==> config.mk <==
export PLATFORM = sky130hd
export DESIGN_NAME = mul_unit
export DESIGN_NICKNAME = d
export VERILOG_FILES = /design/src/rtl/mul_unit.sv
export SDC_FILE = /design/constraint.sdc
export NUM_CORES = 1
export LEC_CHECK = 0
export ABC_AREA = 1
export CELL_PAD_IN_SITES_DETAIL_PLACEMENT = 0
export CELL_PAD_IN_SITES_GLOBAL_PLACEMENT = 1
export CORE_UTILIZATION = 46
export CTS_CLUSTER_SIZE = 40
export DETAILED_ROUTE_END_ITERATION = 16
export PLACE_DENSITY = 0.9
export SYNTH_ARGS = -nofsm -noshare
export SYNTH_HDL_FRONTEND = slang
export SYNTH_SLANG_ARGS = --single-unit
==> constraint.sdc <==
create_clock -name clk -period 9 [get_ports clk]
set_input_delay 1.35 -clock clk [delete_from_list [all_inputs] [get_ports clk]]
set_output_delay 1.35 -clock clk [all_outputs]
set_load 0.005 [all_outputs]
==> src/rtl/mul_unit.sv <==
`default_nettype none
// ============================================================================
// Module      : mul_unit
// Description : Iterative shift-add RV32M multiplier (mul/mulh/mulhsu/mulhu),
//               one bit per cycle, start/done handshake, flush abort.
//               Optional early termination: define MUL_EARLY_OUT_EN.
// Revision    : 1.0 - initial release
// ============================================================================
module mul_unit #(
    parameter int XLEN  = 32,
    parameter int CNT_W = $clog2(XLEN) + 1
) (
    input  logic            clk,
    input  logic            rst_n,
    input  logic            start,
    input  logic [1:0]      mulctl,
    input  logic [XLEN-1:0] op_a,
    input  logic [XLEN-1:0] op_b,
    input  logic            flush,
    output logic            busy,
    output logic            mul_done,
    output logic [XLEN-1:0] result
);

    typedef enum logic [1:0] {
        IDLE = 2'd0,
        RUN  = 2'd1,
        DONE = 2'd2
    } state_t;

    state_t              r_state;
    logic                r_sel_hi;
    logic                r_neg_res;
    logic [2*XLEN-1:0]   r_acc;
    logic [2*XLEN-1:0]   r_mcand;
    logic [XLEN-1:0]     r_mplier;
    logic [CNT_W-1:0]    r_cnt;
    logic [XLEN-1:0]     r_result;

    logic                w_sign_a;
    logic                w_sign_b;
    logic [XLEN-1:0]     w_mag_a;
    logic [XLEN-1:0]     w_mag_b;
    logic [2*XLEN-1:0]   w_acc_sum;
    logic [2*XLEN-1:0]   w_product;
    logic                w_last;
    logic [XLEN-1:0]     w_sel;
    logic                w_done_ok;

    assign w_sign_a  = op_a[XLEN-1] & ((mulctl == 2'b01) | (mulctl == 2'b10));
    assign w_sign_b  = op_b[XLEN-1] & (mulctl == 2'b01);
    assign w_mag_a   = w_sign_a ? (~op_a + 1'b1) : op_a;
    assign w_mag_b   = w_sign_b ? (~op_b + 1'b1) : op_b;
    assign w_acc_sum = r_acc + (r_mplier[0] ? r_mcand : '0);
    assign w_product = r_neg_res ? (~w_acc_sum + 1'b1) : w_acc_sum;

`ifdef MUL_EARLY_OUT_EN
    // No set bits left above the current one: this add is the final one.
    assign w_last = (r_cnt == CNT_W'(XLEN-1)) || (r_mplier[XLEN-1:1] == '0);
`else
    assign w_last = (r_cnt == CNT_W'(XLEN-1));
`endif

    assign w_sel     = r_sel_hi ? r_acc[2*XLEN-1:XLEN] : r_acc[XLEN-1:0];
    assign w_done_ok = (r_state == DONE) && !flush;

    // The sign-corrected product is already in r_acc during DONE, so the
    // selected half is visible in the done cycle and latched for holding.
    assign busy     = (r_state == RUN);
    assign mul_done = w_done_ok;
    assign result   = w_done_ok ? w_sel : r_result;

    always_ff @(posedge clk or negedge rst_n) begin
        if (!rst_n) begin
            r_state   <= IDLE;
            r_sel_hi  <= 1'b0;
            r_neg_res <= 1'b0;
            r_acc     <= '0;
            r_mcand   <= '0;
            r_mplier  <= '0;
            r_cnt     <= '0;
            r_result  <= '0;
        end else begin
            case (r_state)
                IDLE: begin
                    if (start && !flush) begin
                        r_sel_hi  <= (mulctl != 2'b00);
                        r_neg_res <= w_sign_a ^ w_sign_b;
                        r_acc     <= '0;
                        r_mcand   <= {{XLEN{1'b0}}, w_mag_a};
                        r_mplier  <= w_mag_b;
                        r_cnt     <= '0;
                        r_state   <= RUN;
                    end
                end
                RUN: begin
                    if (flush) begin
                        r_state <= IDLE;
                    end else begin
                        r_acc    <= w_last ? w_product : w_acc_sum;
                        r_mcand  <= r_mcand << 1;
                        r_mplier <= r_mplier >> 1;
                        r_cnt    <= r_cnt + 1'b1;
                        if (w_last) begin
                            r_state <= DONE;
                        end
                    end
                end
                DONE: begin
                    if (!flush) begin
                        r_result <= w_sel;
                    end
                    r_state <= IDLE;
                end
                default: r_state <= IDLE;
            endcase
        end
    end

endmodule
`default_nettype wire

; After elaboration in Yosys (flattened, before gate mapping)
; Cells that the tools add are included.
[classes]
eq_ne = 8
mux = 23
n_addsub = 5
n_bitwise = 8
reduce_logical = 10
[op_table]
columns = cell, count
row1 = two-way mux 64 bit, 7
row2 = one-hot mux 64 bit (2 select lines), 2
row3 = two-way mux 32 bit, 6
row4 = "adder 32 x 1 -> 32 bit, second input constant", 2
row5 = "adder 64 x 1 -> 64 bit, second input constant", 1
row6 = adder 64 bit, 1
row7 = NOT 32 bit, 2
row8 = NOT 64 bit, 1
row9 = one-hot mux 32 bit (2 select lines), 1
row10 = two-way mux 6 bit, 2
row11 = one-hot mux 6 bit (2 select lines), 1
row12 = "adder 6 x 1 -> 6 bit, second input constant", 1
row13 = "== test 6 x 5 -> 1 bit, second input constant", 1
row14 = two-way mux 2 bit, 3
row15 = AND reduction 2 bit, 3
row16 = "== test 2 x 1 -> 1 bit, second input constant", 2
row17 = "== test 2 bit, second input constant", 2
row18 = "inequality test 2 bit, second input constant", 2
row19 = one-hot mux 2 bit (2 select lines), 1
row20 = nonzero test 2 bit, 2
row21 = "inequality test 3 x 2 -> 1 bit, second input constant", 1
row22 = AND reduction 3 bit, 1
row23 = AND 1 bit, 2
row24 = logical AND 1 bit, 2
row25 = 5 further kinds, 5
[totals]
elab_cells = 62
regBits = 202
in_bits = 70
out_inout_bits = 34

; Depth between registers and ports, before layout
[logic_depth]
depth_word = 8
depth_mapped = 28
ltp_nobuf = 27

; Least setup slack after synthesis
; Ideal clock, no wire load.
[synth_timing]
path_type = input-to-output
from = input port flush
to = output port result[24]
setup_slack_ns = 5.364
n_path_buf = 2
required_time_ns = 7.650
path_stages = 5
t_arrival_ns = 2.286
path_cell_list = clkbuf_1 nor2_1 clkbuf_1 o211ai_1 o21a_1
[synth_via]
elab_chain_len = 3
[synth_rtl]
columns = element, line
row1 = start: declaration, 19  ; input logic flush,
row2 = zero test 1 bit, n/a
row3 = logical AND 1 bit, 65  ; assign w_done_ok = (r_state == DONE) && !flush;
row4 = two-way mux 32 bit, 71  ; assign result = w_done_ok ? w_sel : r_result;
row5 = end: declaration, 22  ; output logic [XLEN-1:0] result
; Every way passes these cells.

; Worst setup path in the final report
[layout_timing]
from = input port flush
to = output port result[12]
; The elaborated chain is that of the path after synthesis.

==> results.ini <==
[synthesis]
ys_types = 46
ys_ff_latch = 202
synth-edff-count = 0
ys_seq_area_frac = 0.273
yosysWarningCount = 0
ys.flop_type = dfrtp_1
postSynthAreaPerCell_sq_um = 5.96
syn-cell-area_sq_um = 18500
yosys.area.top_type = dfrtp_1
async_reset_ff_frac = 1.00
synth.area.top_cells = dfrtp_1, nand2_1, inv_1, nor2_1, o21ai_0
netlist_instances = 3109
synth_top_area_frac = 0.273
syn-num-nets = 3249

[sta]
fin_setup_tns_ns = 0
worst_clock_skew_ns = 0.00904
rsz0062_at_grt = false
slew_headroom = 0.111
worstMarginPinSlew_ns = 1.33
drv_slew = 0
setup_viol = 0
fin_crit_sh = 0.589
period_needed_ns = 5.30
hold_viol = 0
max_clock_freq_ghz = 0.189

[clocking]
worstSkewPairLatency_ns = 0.53
clkTransAtPathRegs_ns = 0.06
root_buffer = clkbuf_16
holdBufCountCts = 0
h-tree-depth = 1
cts_tree = yes
cts_buffer_depth = 3
clock-sinks = 202
cts_buffers = 22
post-cts-setup-buffers = 0
cts.repair.resized = 0

[pwr]
cellPowerDensity_nw_per_um2 = 177
p_total_w = 0.00368
p_leak_nw = 11.4
ir_worst_vdd_mv = 0.149

[worst_setup_path]
crit_arrival_ns = 3.95
cp_num_buf_inv = 3
crit_fanout = 51
required_ns = 7.65
crit_type = input port to output pin
crit_family = buffers and inverters
start_kind = input port
cp_common_cell = clkdlybuf4s50_1
critPathMaxStageDelay_ns = 1.02
crit_chain = clkdlybuf4s50_1 > buf_4 > nor2_4 > o211ai_1 > o21a_1 > clkdlybuf4s50_1
cp-end-kind = output pin
crit_slowest_cell = nor2_4

[grt]
globalRouteOverflowTotal = 0
grt_pass1_wl_um = 111000
grt_pass1_vias = 18823
track_usage = 0.357
antenna_found_initial = 0
grt_start_max_net_pins = 79

[detailed_routing]
drt_first_pass_iters = 8
wire_per_inst_um = 19.8
post_drt_via_cell_ratio = 5.46
wl_um = 73300
ant_nets = 0
drt_iter0_markers = 1982
vias = 20258
drc = 0

[run]
drv_cap = 0

[finish]
fin_nets = 3312
diodes = 0
layout-drive-gt1-share = 0.0493
synthToLayoutAreaGrowth_pct = 12.3
finalNonFillerCells = 3711
n_fill_cell = 4157

[placed_design]
port_buffers = 103
gp_congestion = 1.02
dpl.hpwl_um = 60700
place_inst = 3673

[floorplanning]
io_pins = 104
std_cell_rows = 73
initial_utilization = 0.466
die_x_um = 203
core_sq_um = 39700
die_height_um = 203
die-area_sq_um = 41100

[hold_path]
min_path_type = register to register

[outcome]
status = finished clean

where the power goes:
part | switching, W | leakage [nW] | internal (W)
Sequential | 0.000146 | 2.66 | 0.00105
Clock | 0.000386 | 0.364 | 0.000563
Combinational | 0.00108 | 8.34 | 0.000453
Total | 0.00161 | 11.4 | 0.00207
cell type report:
class	instances	area (sq um)	area share
multi-input combinational	2276	11100	0.535
sequential	202	5060	0.243
inverter	551	2070	0.0994
timing repair buffer	119	1150	0.0555
clock buffer	32	659	0.0317
tap	525	657	0.0316
clock inverter	6	82.6	0.00397
cells by family after synthesis:
logic type	synth area share
simple gates	0.385
xor+xnor	0.0217
fa+ha+maj	0.0477
buf+inv	0.128
compound gates	0.145
flops	0.273
cell usage in the layout, fill, tap and decap left out, types with 11 or more instances in the layout:
| cell | count |
|---|---|
| nand2_1 | 1111 |
| inv_1 | 541 |
| nor2_1 | 243 |
| dfrtp_1 | 200 |
| o21ai_0 | 181 |
| nand3_1 | 168 |
| clkdlybuf4s50_1 | 102 |
| a21oi_1 | 92 |
| ha_1 | 69 |
| a22oi_1 | 60 |
| nand4_1 | 36 |
| nor3_1 | 34 |
| xor2_1 | 34 |
| o211ai_1 | 33 |
| nand2_2 | 33 |
| o22ai_1 | 32 |
| nor2_2 | 27 |
| clkbuf_16 | 23 |
| o21a_1 | 18 |
| buf_4 | 16 |
| nor2_4 | 12 |
| xnor2_1 | 12 |
| nand3b_1 | 11 |
| o31ai_1 | 11 |
metrics by stage:
step	hold WS (ns)	setup slack, ns	utilization	instance area, sq um
finish	0.486	3.70	0.524	20800
global route	0.504	3.58	0.524	20800
CTS	0.487	3.77	0.524	20800
detailed placement	0.472	3.77	0.505	20100
global placement	0.467	3.93	0.505	20100
floorplan	0.452	5.36	-	18500
routing by layer:
layer  global-route usage  up-vias  routed length [um]
met2                0.538      820               30800
met1                0.517     9446               33900
li1                     -     9902                   -
met4                0.114        0                2400
met3               0.0584       90                6230
met5                    0        -                   0
synthesized netlist by cell type, drive strengths merged (2+ instances only):
cell type	instances
nor3	37
a21oi	94
nand2	1144
a22oi	60
xor2	34
ha	69
and2	3
and3	2
o211ai	33
buf	11
xnor2	12
o21a	18
o31ai	11
a32o	2
or2	2
nand3	178
dfrtp	202
clkbuf	69
nand4	36
nor2	282
o21bai	7
o22ai	32
inv	551
nand3b	11
o21ai	192
nor4	10
path summary, 6_finish.rpt:
path	startpoint	endpoint	slack, ns	cells after the start
worst max-delay path	flush	result[12]	3.70	6
worst min-delay path	r_result[28]	r_result[28]	0.49	1
worst max register to register	r_mplier[0]	r_acc[57]	4.45	26
worst min register to register	r_result[28]	r_result[28]	0.49	1
max in group asynchronous	rst_n	r_sel_hi	6.80	2
min in group asynchronous	rst_n	r_mcand[54]	0.79	1
worst reg2reg max path: cells and delay by family, from the launching register on:
| family | cells | cell delay [ns] |
|---|---|---|
| simple gates | 20 | 2.52 |
| fa+ha+maj | 2 | 0.59 |
| buf+inv | 4 | 0.74 |
| flops | 1 | 0.61 |
state kept, by name, summed over array words and instances (netlist names):
name,flops
r_mcand,64
r_neg_res,1
r_state,2
r_result,32
r_cnt,6
r_mplier,32
r_acc,64
r_sel_hi,1
No activity file was read; power rests on OpenSTA's default activity.
